### config.mk
export PLATFORM = sky130hd
export DESIGN_NAME = switch_led_mode_ctrl
export DESIGN_NICKNAME = d
export VERILOG_FILES = /design/src/rtl/switch_led_mode_ctrl.sv
export SDC_FILE = /design/constraint.sdc
export NUM_CORES = 1
export LEC_CHECK = 0
export CORE_MARGIN = 3
export CORE_UTILIZATION = 38
export DETAILED_ROUTE_END_ITERATION = 8
export GPL_TIMING_DRIVEN = 1
export PLACE_DENSITY = 0.53
export SLEW_MARGIN = 20
export SYNTH_ARGS = -nofsm -noshare
export SYNTH_HDL_FRONTEND = slang
export SYNTH_SLANG_ARGS = --single-unit
### constraint.sdc
create_clock -name i_Clk -period 3.72 [get_ports i_Clk]
set_clock_uncertainty 0.1 [all_clocks]
set_input_delay 0.372 -clock i_Clk [delete_from_list [all_inputs] [get_ports i_Clk]]
set_output_delay 0.372 -clock i_Clk [all_outputs]
set_load 0.02 [all_outputs]
### src/rtl/switch_led_mode_ctrl.sv
// Push-button mode sequencer: sync + debounce, release advances OFF/ALL_ON/BLINK/CHASE LED patterns.
// Latency: input edge to debounced level DEBOUNCE_LIMIT+2 cycles; mode/LED update one edge after release.
// Backpressure: none; free-running, outputs registered.
module switch_led_mode_ctrl #(
    parameter int DEBOUNCE_LIMIT = 250000,
    parameter int BLINK_LIMIT    = 6250000
) (
    input  logic       i_Clk,
    input  logic       i_Rst,
    input  logic       i_Switch_1,
    output logic [3:0] o_LED,
    output logic [1:0] o_Mode
);

    localparam int DB_W = $clog2(DEBOUNCE_LIMIT);
    localparam int TK_W = $clog2(BLINK_LIMIT);
    localparam logic [DB_W-1:0] DB_MAX = DB_W'(DEBOUNCE_LIMIT - 1);
    localparam logic [TK_W-1:0] TK_MAX = TK_W'(BLINK_LIMIT - 1);

    typedef enum logic [1:0] {
        MODE_OFF    = 2'd0,
        MODE_ALL_ON = 2'd1,
        MODE_BLINK  = 2'd2,
        MODE_CHASE  = 2'd3
    } mode_t;

    logic            sw_s1;
    logic            sw_s2;
    logic            stable;
    logic            stable_d;
    logic [DB_W-1:0] db_cnt;
    logic            release_pls;

    mode_t           mode_q;
    mode_t           mode_d;
    logic [3:0]      led_q;
    logic [3:0]      led_d;
    logic [TK_W-1:0] tick_cnt;
    logic [TK_W-1:0] tick_cnt_d;
    logic            tick;

    // Synchroniser and debounce: a new level is accepted only after it persists.
    always_ff @(posedge i_Clk) begin
        if (i_Rst) begin
            sw_s1    <= 1'b0;
            sw_s2    <= 1'b0;
            stable   <= 1'b0;
            stable_d <= 1'b0;
            db_cnt   <= '0;
        end else begin
            sw_s1    <= i_Switch_1;
            sw_s2    <= sw_s1;
            stable_d <= stable;
            if (sw_s2 != stable) begin
                if (db_cnt == DB_MAX) begin
                    stable <= sw_s2;
                    db_cnt <= '0;
                end else begin
                    db_cnt <= db_cnt + 1'b1;
                end
            end else begin
                db_cnt <= '0;
            end
        end
    end

    assign release_pls = stable_d & ~stable;
    assign tick = ((mode_q == MODE_BLINK) || (mode_q == MODE_CHASE)) && (tick_cnt == TK_MAX);

    always_comb begin
        mode_d     = mode_q;
        led_d      = led_q;
        tick_cnt_d = tick_cnt;

        // A release takes priority over a coincident tick; the new mode starts from its entry pattern.
        if (release_pls) begin
            tick_cnt_d = '0;
            case (mode_q)
                MODE_OFF:    mode_d = MODE_ALL_ON;
                MODE_ALL_ON: mode_d = MODE_BLINK;
                MODE_BLINK:  mode_d = MODE_CHASE;
                default:     mode_d = MODE_OFF;
            endcase
            case (mode_d)
                MODE_OFF:    led_d = 4'b0000;
                MODE_ALL_ON: led_d = 4'b1111;
                MODE_BLINK:  led_d = 4'b1111;
                default:     led_d = 4'b0001;
            endcase
        end else begin
            if ((mode_q == MODE_OFF) || (mode_q == MODE_ALL_ON) || tick) begin
                tick_cnt_d = '0;
            end else begin
                tick_cnt_d = tick_cnt + 1'b1;
            end
            if (tick) begin
                if (mode_q == MODE_BLINK) begin
                    led_d = ~led_q;
                end else begin
                    led_d = {led_q[2:0], led_q[3]};
                end
            end
        end
    end

    always_ff @(posedge i_Clk) begin
        if (i_Rst) begin
            mode_q   <= MODE_OFF;
            led_q    <= 4'b0000;
            tick_cnt <= '0;
        end else begin
            mode_q   <= mode_d;
            led_q    <= led_d;
            tick_cnt <= tick_cnt_d;
        end
    end

    assign o_Mode = mode_q;
    assign o_LED  = led_q;

endmodule

==> impl_metrics.xml, run 1 <==
<?xml version="1.0" encoding="UTF-8"?>
<metrics>
  <group name="worst_setup_path">
    <metric name="crit_chain" unit="">inv_1 -&gt; ha_1 -&gt; o211ai_1 -&gt; nor4_4 -&gt; or4b_1 -&gt; nor2_1</metric>
    <metric name="critPathTopFamily" unit="">simple AND/OR/NAND/NOR gates</metric>
    <metric name="worst-setup-path-type" unit="">reg -&gt; reg</metric>
    <metric name="critical_path.slowest_cell" unit="">sky130_fd_sc_hd__or4b_1</metric>
    <metric name="critPathLaunchType" unit="">flop</metric>
    <metric name="worst-path-stages" unit="">6</metric>
    <metric name="number_of_buffers_and_inverters_on_the_critical_path" unit="">1</metric>
    <metric name="worstSetupEndpoint" unit="">tick_cnt[7]</metric>
    <metric name="critical_path_peak_fanout" unit="">23</metric>
    <metric name="timing.reg2reg.setup_slack" unit="ns">1.03</metric>
    <metric name="crit-reg2reg-capture" unit="">tick_cnt[7]</metric>
    <metric name="regToRegStartpoint" unit="">o_Mode[0]</metric>
    <metric name="crit_start" unit="">o_Mode[0]</metric>
    <metric name="timing.critical_path.required" unit="ns">3.77</metric>
    <metric name="critPathMaxStageDelay" unit="ns">0.84</metric>
    <metric name="worst_ep_arrival_time" unit="ns">2.74</metric>
    <metric name="end_kind" unit="">flop</metric>
    <metric name="r2r_cells" unit="">6</metric>
  </group>
  <group name="yosys">
    <metric name="synth.avg_cell_area" unit="sq um">8.947</metric>
    <metric name="synth_warnings" unit="">0</metric>
    <metric name="async_reset_ff_frac" unit="">0</metric>
    <metric name="synth.area.top_cells" unit="">sky130_fd_sc_hd__dfxtp_1 (43%), sky130_fd_sc_hd__xor2_1 (10%), sky130_fd_sc_hd__nor2_1 (6.8%), sky130_fd_sc_hd__nand3_1 (4.4%), sky130_fd_sc_hd__xnor2_1 (4.4%)</metric>
    <metric name="synth_enable_flop_cells" unit="">0</metric>
    <metric name="ys_dominant_reg_cell" unit="">sky130_fd_sc_hd__dfxtp_1</metric>
    <metric name="postSynthCellCount" unit="">265</metric>
    <metric name="yosys.cell_count.top_type" unit="">sky130_fd_sc_hd__dfxtp_1</metric>
    <metric name="synth_area" unit="sq mm">0.002371</metric>
    <metric name="synth.top_cells.by_count" unit="">sky130_fd_sc_hd__dfxtp_1 (51), sky130_fd_sc_hd__nor2_1 (43), sky130_fd_sc_hd__xor2_1 (27)</metric>
    <metric name="synth_cell_type_count" unit="">36</metric>
    <metric name="synth_top_cell_by_area" unit="">sky130_fd_sc_hd__dfxtp_1</metric>
    <metric name="synth_largest_type_area_fraction" unit="">0.4306</metric>
    <metric name="synth_seq_cells" unit="">51</metric>
    <metric name="synth_fp_nets" unit="">275</metric>
    <metric name="synth-seq-area-share" unit="">0.4306</metric>
  </group>
  <group name="placed_design">
    <metric name="place_ws" unit="ns">0.9696</metric>
    <metric name="port-buffer-count" unit="">8</metric>
    <metric name="routabilityCongestion" unit="">0.7903</metric>
    <metric name="place_hpwl" unit="um">2694</metric>
  </group>
  <group name="sta">
    <metric name="final.period_utilization" unit="">0.7221</metric>
    <metric name="rsz_0062_raised_after_global_routing" unit="">false</metric>
    <metric name="timing.final.max_slew_violations" unit="">0</metric>
    <metric name="setup_violations" unit="">0</metric>
    <metric name="worst_pin_slew" unit="ns">0.9890</metric>
    <metric name="period_needed" unit="ns">2.686</metric>
    <metric name="tns" unit="ns">0</metric>
    <metric name="post-route-worst-setup-slack" unit="ns">1.034</metric>
    <metric name="final_report_hold_violation_count" unit="">0</metric>
    <metric name="achievable-frequency" unit="MHz">372.3</metric>
    <metric name="timing.max_slew.rel_slack" unit="">0.3407</metric>
  </group>
  <group name="outcome">
    <metric name="outcome" unit="">finished clean</metric>
  </group>
  <group name="cells_and_area">
    <metric name="layout-area-overhead-vs-synth" unit="%">10.08</metric>
    <metric name="fillers" unit="">601</metric>
    <metric name="antenna_cells_inserted" unit="">0</metric>
    <metric name="final_layout_size_suffix_gt1_frac" unit="">0.08759</metric>
    <metric name="design.final.nets" unit="">283</metric>
  </group>
  <group name="cts">
    <metric name="post_cts_hold_buffer_count" unit="">0</metric>
    <metric name="clock_buffer_count_from_cts" unit="">5</metric>
    <metric name="clkSinkCount" unit="">51</metric>
    <metric name="htreeDepth" unit="">2</metric>
    <metric name="clockRootBuffer" unit="">sky130_fd_sc_hd__clkbuf_8</metric>
    <metric name="cts-resized-gates" unit="">0</metric>
    <metric name="cts_post_setup_buffers_inserted" unit="">0</metric>
    <metric name="clk_latency" unit="ns">0.30</metric>
    <metric name="clk_transition_reported_paths" unit="ns">0.09</metric>
    <metric name="tritoncts" unit="">yes</metric>
    <metric name="clock_tree.buffer_depth" unit="">2</metric>
  </group>
  <group name="job">
    <metric name="cap_violations" unit="">0</metric>
  </group>
  <group name="drt">
    <metric name="route.vias.total" unit="">1680</metric>
    <metric name="final_antenna_net_count" unit="">0</metric>
    <metric name="avgViaCountPerCell" unit="">4.814</metric>
    <metric name="drt_first_iter_violations" unit="">66</metric>
    <metric name="postRouteWirelength" unit="um">3828</metric>
    <metric name="remaining_drc_errors" unit="">0</metric>
    <metric name="drtPass1Iterations" unit="">4</metric>
    <metric name="drt-wirelength-per-cell" unit="um">10.97</metric>
  </group>
  <group name="global_routing">
    <metric name="via_count_of_the_first_global_routing_pass" unit="">1570</metric>
    <metric name="global_route_wire_length_before_repair" unit="um">7010</metric>
    <metric name="grt_start_max_net_pins" unit="">24</metric>
    <metric name="antenna_violations_before_repair" unit="">0</metric>
    <metric name="gr-usage-all-layers" unit="">0.1166</metric>
    <metric name="grt_remaining_overflow" unit="">0</metric>
  </group>
  <group name="die">
    <metric name="die_area" unit="sq mm">0.007223</metric>
    <metric name="placementRows" unit="">28</metric>
    <metric name="pin_count" unit="">9</metric>
    <metric name="initial_core_util" unit="">0.3958</metric>
    <metric name="die_w" unit="um">84.99</metric>
    <metric name="design.core.area" unit="sq mm">0.005991</metric>
    <metric name="die_y" unit="um">84.99</metric>
  </group>
  <group name="hold_path">
    <metric name="min_path_type" unit="">reg -&gt; reg</metric>
  </group>
  <group name="power">
    <metric name="power_per_cell_area" unit="mW/mm^2">384.4</metric>
    <metric name="ir_drop" unit="mV">0.2013</metric>
    <metric name="power_leakage" unit="nW">0.8567</metric>
  </group>
</metrics>
==> where the power goes <==
group | total, mW | internal (mW) | switching (mW) | leakage, nW
Clock | 0.448 | 0.269 | 0.179 | 0.0654
Combinational | 0.00800 | 0.00352 | 0.00447 | 0.380
Sequential | 0.547 | 0.547 | 0.000702 | 0.411
==> how the worst min path moves through the flow <==
stage                     start  endpoint  slack [ns]  depth (start not counted)
after detailed placement  sw_s1     sw_s2        0.33                          1
final                     sw_s1     sw_s2        0.36                          1
after floorplan           sw_s1     sw_s2        0.31                          1
after CTS                 sw_s1     sw_s2        0.36                          1
after global placement    sw_s1     sw_s2        0.35                          1
after global routing      sw_s1     sw_s2        0.38                          1
==> layer usage <==
layer,share of wire,vias to the layer above,track usage
met2,0.40,16,0.1674
met4,0.015,0,0.04029
met3,0.028,7,0.03398
met1,0.56,753,0.1665
met5,0,-,0
li1,-,904,-
==> sequential cells by signal, summed over array words and instances (netlist names) <==
register  flops
db_cnt       18
sw_s1         1
stable_d      1
o_LED         4
tick_cnt     23
o_Mode        2
sw_s2         1
stable        1
==> per-stage QoR <==
step	cell area [sq um]	utilization	power, mW	hold WS (ns)	std cells
final	2610	0.4357	1.003	0.3566	349
after global routing	2610	0.4357	1.037	0.3777	349
after CTS	2610	0.4357	1.020	0.3599	349
after detailed placement	2477	0.4135	0.5685	0.3349	341
after global placement	2477	0.4135	0.5685	0.3452	341
after floorplan	2371	-	0.5659	0.3138	265
==> area by class of cell <==
type / instances / area (sq um) / area share
Multi-Input combinational cell: 200 / 1256 / 0.4813
Sequential cell: 51 / 1021 / 0.3912
Clock inverter: 2 / 60.06 / 0.02301
Tap cell: 75 / 93.84 / 0.03595
Inverter: 7 / 26.28 / 0.01007
Timing Repair Buffer: 8 / 80.08 / 0.03068
Clock buffer: 6 / 72.57 / 0.02780
==> cell families (layout without fill, tap and decap cells) <==
group           Yosys count  in the layout  synth area share
buf+inv                  14             23           0.03957
simple gates            143            143            0.3187
xor+xnor                 39             39            0.1441
compound gates            9              9           0.02111
flops                    51             51            0.4306
fa+ha+maj                 7              7           0.03694
mux                       2              2          0.008971
==> cells in the final DEF, fill, tap and decap left out, types with 3 or more instances in the layout <==
| master | n |
|---|---|
| sky130_fd_sc_hd__ha_1 | 7 |
| sky130_fd_sc_hd__nand4_1 | 11 |
| sky130_fd_sc_hd__nor2_1 | 43 |
| sky130_fd_sc_hd__a21oi_1 | 3 |
| sky130_fd_sc_hd__or3_2 | 3 |
| sky130_fd_sc_hd__clkdlybuf4s50_1 | 8 |
| sky130_fd_sc_hd__clkbuf_8 | 5 |
| sky130_fd_sc_hd__inv_1 | 7 |
| sky130_fd_sc_hd__and3_1 | 9 |
| sky130_fd_sc_hd__nor4_1 | 3 |
| sky130_fd_sc_hd__xnor2_1 | 12 |
| sky130_fd_sc_hd__xor2_1 | 27 |
| sky130_fd_sc_hd__o21ai_0 | 4 |
| sky130_fd_sc_hd__nor2b_1 | 5 |
| sky130_fd_sc_hd__nand2_1 | 22 |
| sky130_fd_sc_hd__dfxtp_1 | 51 |
| sky130_fd_sc_hd__nor2_2 | 9 |
| sky130_fd_sc_hd__nand3_1 | 21 |
==> worst reg2reg max path: stages, from the launching register on <==
cell and delay [ns]:
sky130_fd_sc_hd__dfxtp_1 0.38, sky130_fd_sc_hd__inv_1 0.10, sky130_fd_sc_hd__ha_1 0.36, sky130_fd_sc_hd__o211ai_1 0.20, sky130_fd_sc_hd__nor4_4 0.44, sky130_fd_sc_hd__or4b_1 0.84
sky130_fd_sc_hd__nor2_1 0.13
(Power assumes the default switching activity.)
==> run 2: changes to the inputs <==
- PLACE_DENSITY: 0.53 -> 0.55
- clock period: 3.72 -> 2.45 ns (I/O delays scaled with it)
==> run 2 against run 1 <==
First-iteration DRC count up 7.6%; critical path depth up 1; critical endpoint is now tick_cnt[2]; cell area up 0.58%; sequential share of layout area down 0.22 points; largest power group unchanged; power up 44%; core utilization up 0.25 points; global-route usage up 0.60 points.
==> impl_metrics.xml, run 2 (synthesized netlist as in run 1, its figures left out) <==
<?xml version="1.0" encoding="UTF-8"?>
<metrics>
  <group name="cts">
    <metric name="post_cts_hold_buffer_count" unit="">0</metric>
    <metric name="clock_buffer_count_from_cts" unit="">5</metric>
    <metric name="clock_tree.buffer_depth" unit="">2</metric>
    <metric name="clockRootBuffer" unit="">sky130_fd_sc_hd__clkbuf_8</metric>
    <metric name="cts-resized-gates" unit="">0</metric>
    <metric name="clk_transition_reported_paths" unit="ns">0.09</metric>
    <metric name="clk_latency" unit="ns">0.30</metric>
    <metric name="clkSinkCount" unit="">51</metric>
    <metric name="cts_post_setup_buffers_inserted" unit="">0</metric>
    <metric name="htreeDepth" unit="">2</metric>
    <metric name="tritoncts" unit="">yes</metric>
  </group>
  <group name="cells_and_area">
    <metric name="layout_common_cells" unit="">sky130_fd_sc_hd__dfxtp_1 (51), sky130_fd_sc_hd__nor2_1 (43), sky130_fd_sc_hd__xor2_1 (27), sky130_fd_sc_hd__nand2_1 (22), sky130_fd_sc_hd__nand3_1 (21)</metric>
    <metric name="antenna_cells_inserted" unit="">0</metric>
    <metric name="design.final.nets" unit="">287</metric>
    <metric name="final_layout_size_suffix_gt1_frac" unit="">0.1043</metric>
    <metric name="layout_commonest_cell" unit="">sky130_fd_sc_hd__dfxtp_1</metric>
    <metric name="fillers" unit="">590</metric>
    <metric name="largest_reg_flops" unit="">23</metric>
    <metric name="final_core_utilization" unit="">0.4382</metric>
    <metric name="layout-area-overhead-vs-synth" unit="%">10.71</metric>
    <metric name="registers.top_by_ff_count" unit="">tick_cnt</metric>
  </group>
  <group name="sta">
    <metric name="timing.max_slew.rel_slack" unit="">0.6209</metric>
    <metric name="final_report_hold_violation_count" unit="">0</metric>
    <metric name="final.period_utilization" unit="">0.8704</metric>
    <metric name="setup_violations" unit="">0</metric>
    <metric name="worst_pin_slew" unit="ns">0.5635</metric>
    <metric name="period_needed" unit="ns">2.133</metric>
    <metric name="achievable-frequency" unit="MHz">468.9</metric>
    <metric name="rsz_0062_raised_after_global_routing" unit="">false</metric>
    <metric name="timing.final.max_slew_violations" unit="">0</metric>
    <metric name="tns" unit="ns">0</metric>
  </group>
  <group name="power">
    <metric name="power_per_cell_area" unit="mW/mm^2">550.7</metric>
    <metric name="ir_drop" unit="mV">0.2370</metric>
    <metric name="power_leakage" unit="nW">0.8723</metric>
    <metric name="tot_pwr" unit="mW">1.446</metric>
  </group>
  <group name="global_routing">
    <metric name="antenna_violations_before_repair" unit="">0</metric>
    <metric name="gr-usage-all-layers" unit="">0.1226</metric>
    <metric name="global_route_wire_length_before_repair" unit="um">7362</metric>
    <metric name="grt_remaining_overflow" unit="">0</metric>
    <metric name="via_count_of_the_first_global_routing_pass" unit="">1655</metric>
    <metric name="grt_start_max_net_pins" unit="">24</metric>
  </group>
  <group name="die">
    <metric name="pin_count" unit="">9</metric>
    <metric name="design.core.area" unit="sq mm">0.005991</metric>
    <metric name="initial_core_util" unit="">0.3958</metric>
    <metric name="die_area" unit="sq mm">0.007223</metric>
    <metric name="die_w" unit="um">84.99</metric>
    <metric name="die_y" unit="um">84.99</metric>
    <metric name="placementRows" unit="">28</metric>
  </group>
  <group name="hold_path">
    <metric name="min_path_type" unit="">reg -&gt; reg</metric>
  </group>
  <group name="drt">
    <metric name="remaining_drc_errors" unit="">0</metric>
    <metric name="postRouteWirelength" unit="um">4014</metric>
    <metric name="final_antenna_net_count" unit="">0</metric>
    <metric name="drt-wirelength-per-cell" unit="um">11.37</metric>
    <metric name="avgViaCountPerCell" unit="">4.895</metric>
    <metric name="route.vias.total" unit="">1728</metric>
    <metric name="drtPass1Iterations" unit="">4</metric>
    <metric name="drt_first_iter_violations" unit="">71</metric>
  </group>
  <group name="placed_design">
    <metric name="place_hpwl" unit="um">2828</metric>
    <metric name="routabilityCongestion" unit="">0.7472</metric>
    <metric name="port-buffer-count" unit="">8</metric>
  </group>
  <group name="worst_setup_path">
    <metric name="timing.critical_path.required" unit="ns">2.59</metric>
    <metric name="worst-setup-path-type" unit="">reg -&gt; reg</metric>
    <metric name="worst_ep_arrival_time" unit="ns">2.27</metric>
    <metric name="critPathLaunchType" unit="">flop</metric>
    <metric name="critical_path_peak_fanout" unit="">23</metric>
    <metric name="end_kind" unit="">flop</metric>
  </group>
  <group name="outcome">
    <metric name="outcome" unit="">finished clean</metric>
  </group>
  <group name="job">
    <metric name="cap_violations" unit="">0</metric>
  </group>
</metrics>
==> run 2: worst max-delay path, stage by stage (launching register included) <==
cell and delay (ns):
sky130_fd_sc_hd__dfxtp_1 0.45, sky130_fd_sc_hd__inv_1 0.10, sky130_fd_sc_hd__ha_1 0.23, sky130_fd_sc_hd__o211ai_1 0.27, sky130_fd_sc_hd__nor4_4 0.08, sky130_fd_sc_hd__or4b_1 0.46
sky130_fd_sc_hd__buf_4 0.25, sky130_fd_sc_hd__nor2_1 0.13
==> run 2: metrics by stage <==
| stage | worst slack (ns) | cell area, sq um | instances | hold WS, ns |
|---|---|---|---|---|
| finish | 0.3174 | 2625 | 353 | 0.3479 |
| global route | 0.1417 | 2625 | 353 | 0.3769 |
| CTS | 0.2992 | 2625 | 353 | 0.3534 |
| detailed placement | 0.3218 | 2507 | 345 | 0.3307 |
| global placement | 0.3636 | 2507 | 345 | 0.3254 |
| floorplan | 0.1532 | 2371 | 265 | 0.2732 |
==> run 2: cell type report <==
type	count	area [sq um]	share of cell area
multi-input combinational	200	1256	0.4785
sequential	51	1021	0.3889
timing repair buffer	12	110.1	0.04194
tap	75	93.84	0.03575
clock buffer	6	82.58	0.03146
clock inverter	2	35.03	0.01335
inverter	7	26.28	0.01001
==> run 2: routing by layer <==
metal	vias to the layer above	part of all wire	GRT usage
met5	-	0	0
met4	0	0.014	0.04317
met3	5	0.027	0.03398
met2	16	0.44	0.1879
met1	796	0.51	0.1656
li1	911	-	-
==> run 2: worst paths after layout <==
kind	startpoint	endpoint	slack, ns	depth (start not counted)
min reg2reg	sw_s1	sw_s2	0.35	1
min	sw_s1	sw_s2	0.35	1
max reg2reg	o_Mode[0]	tick_cnt[2]	0.32	7
max	o_Mode[0]	tick_cnt[2]	0.32	7
==> run 2: where the power goes <==
part	total (mW)	internal, mW	switching, mW
registers	0.831	0.830	0.00109
logic	0.0137	0.00640	0.00734
clock network	0.601	0.331	0.270
total	1.45	1.17	0.279
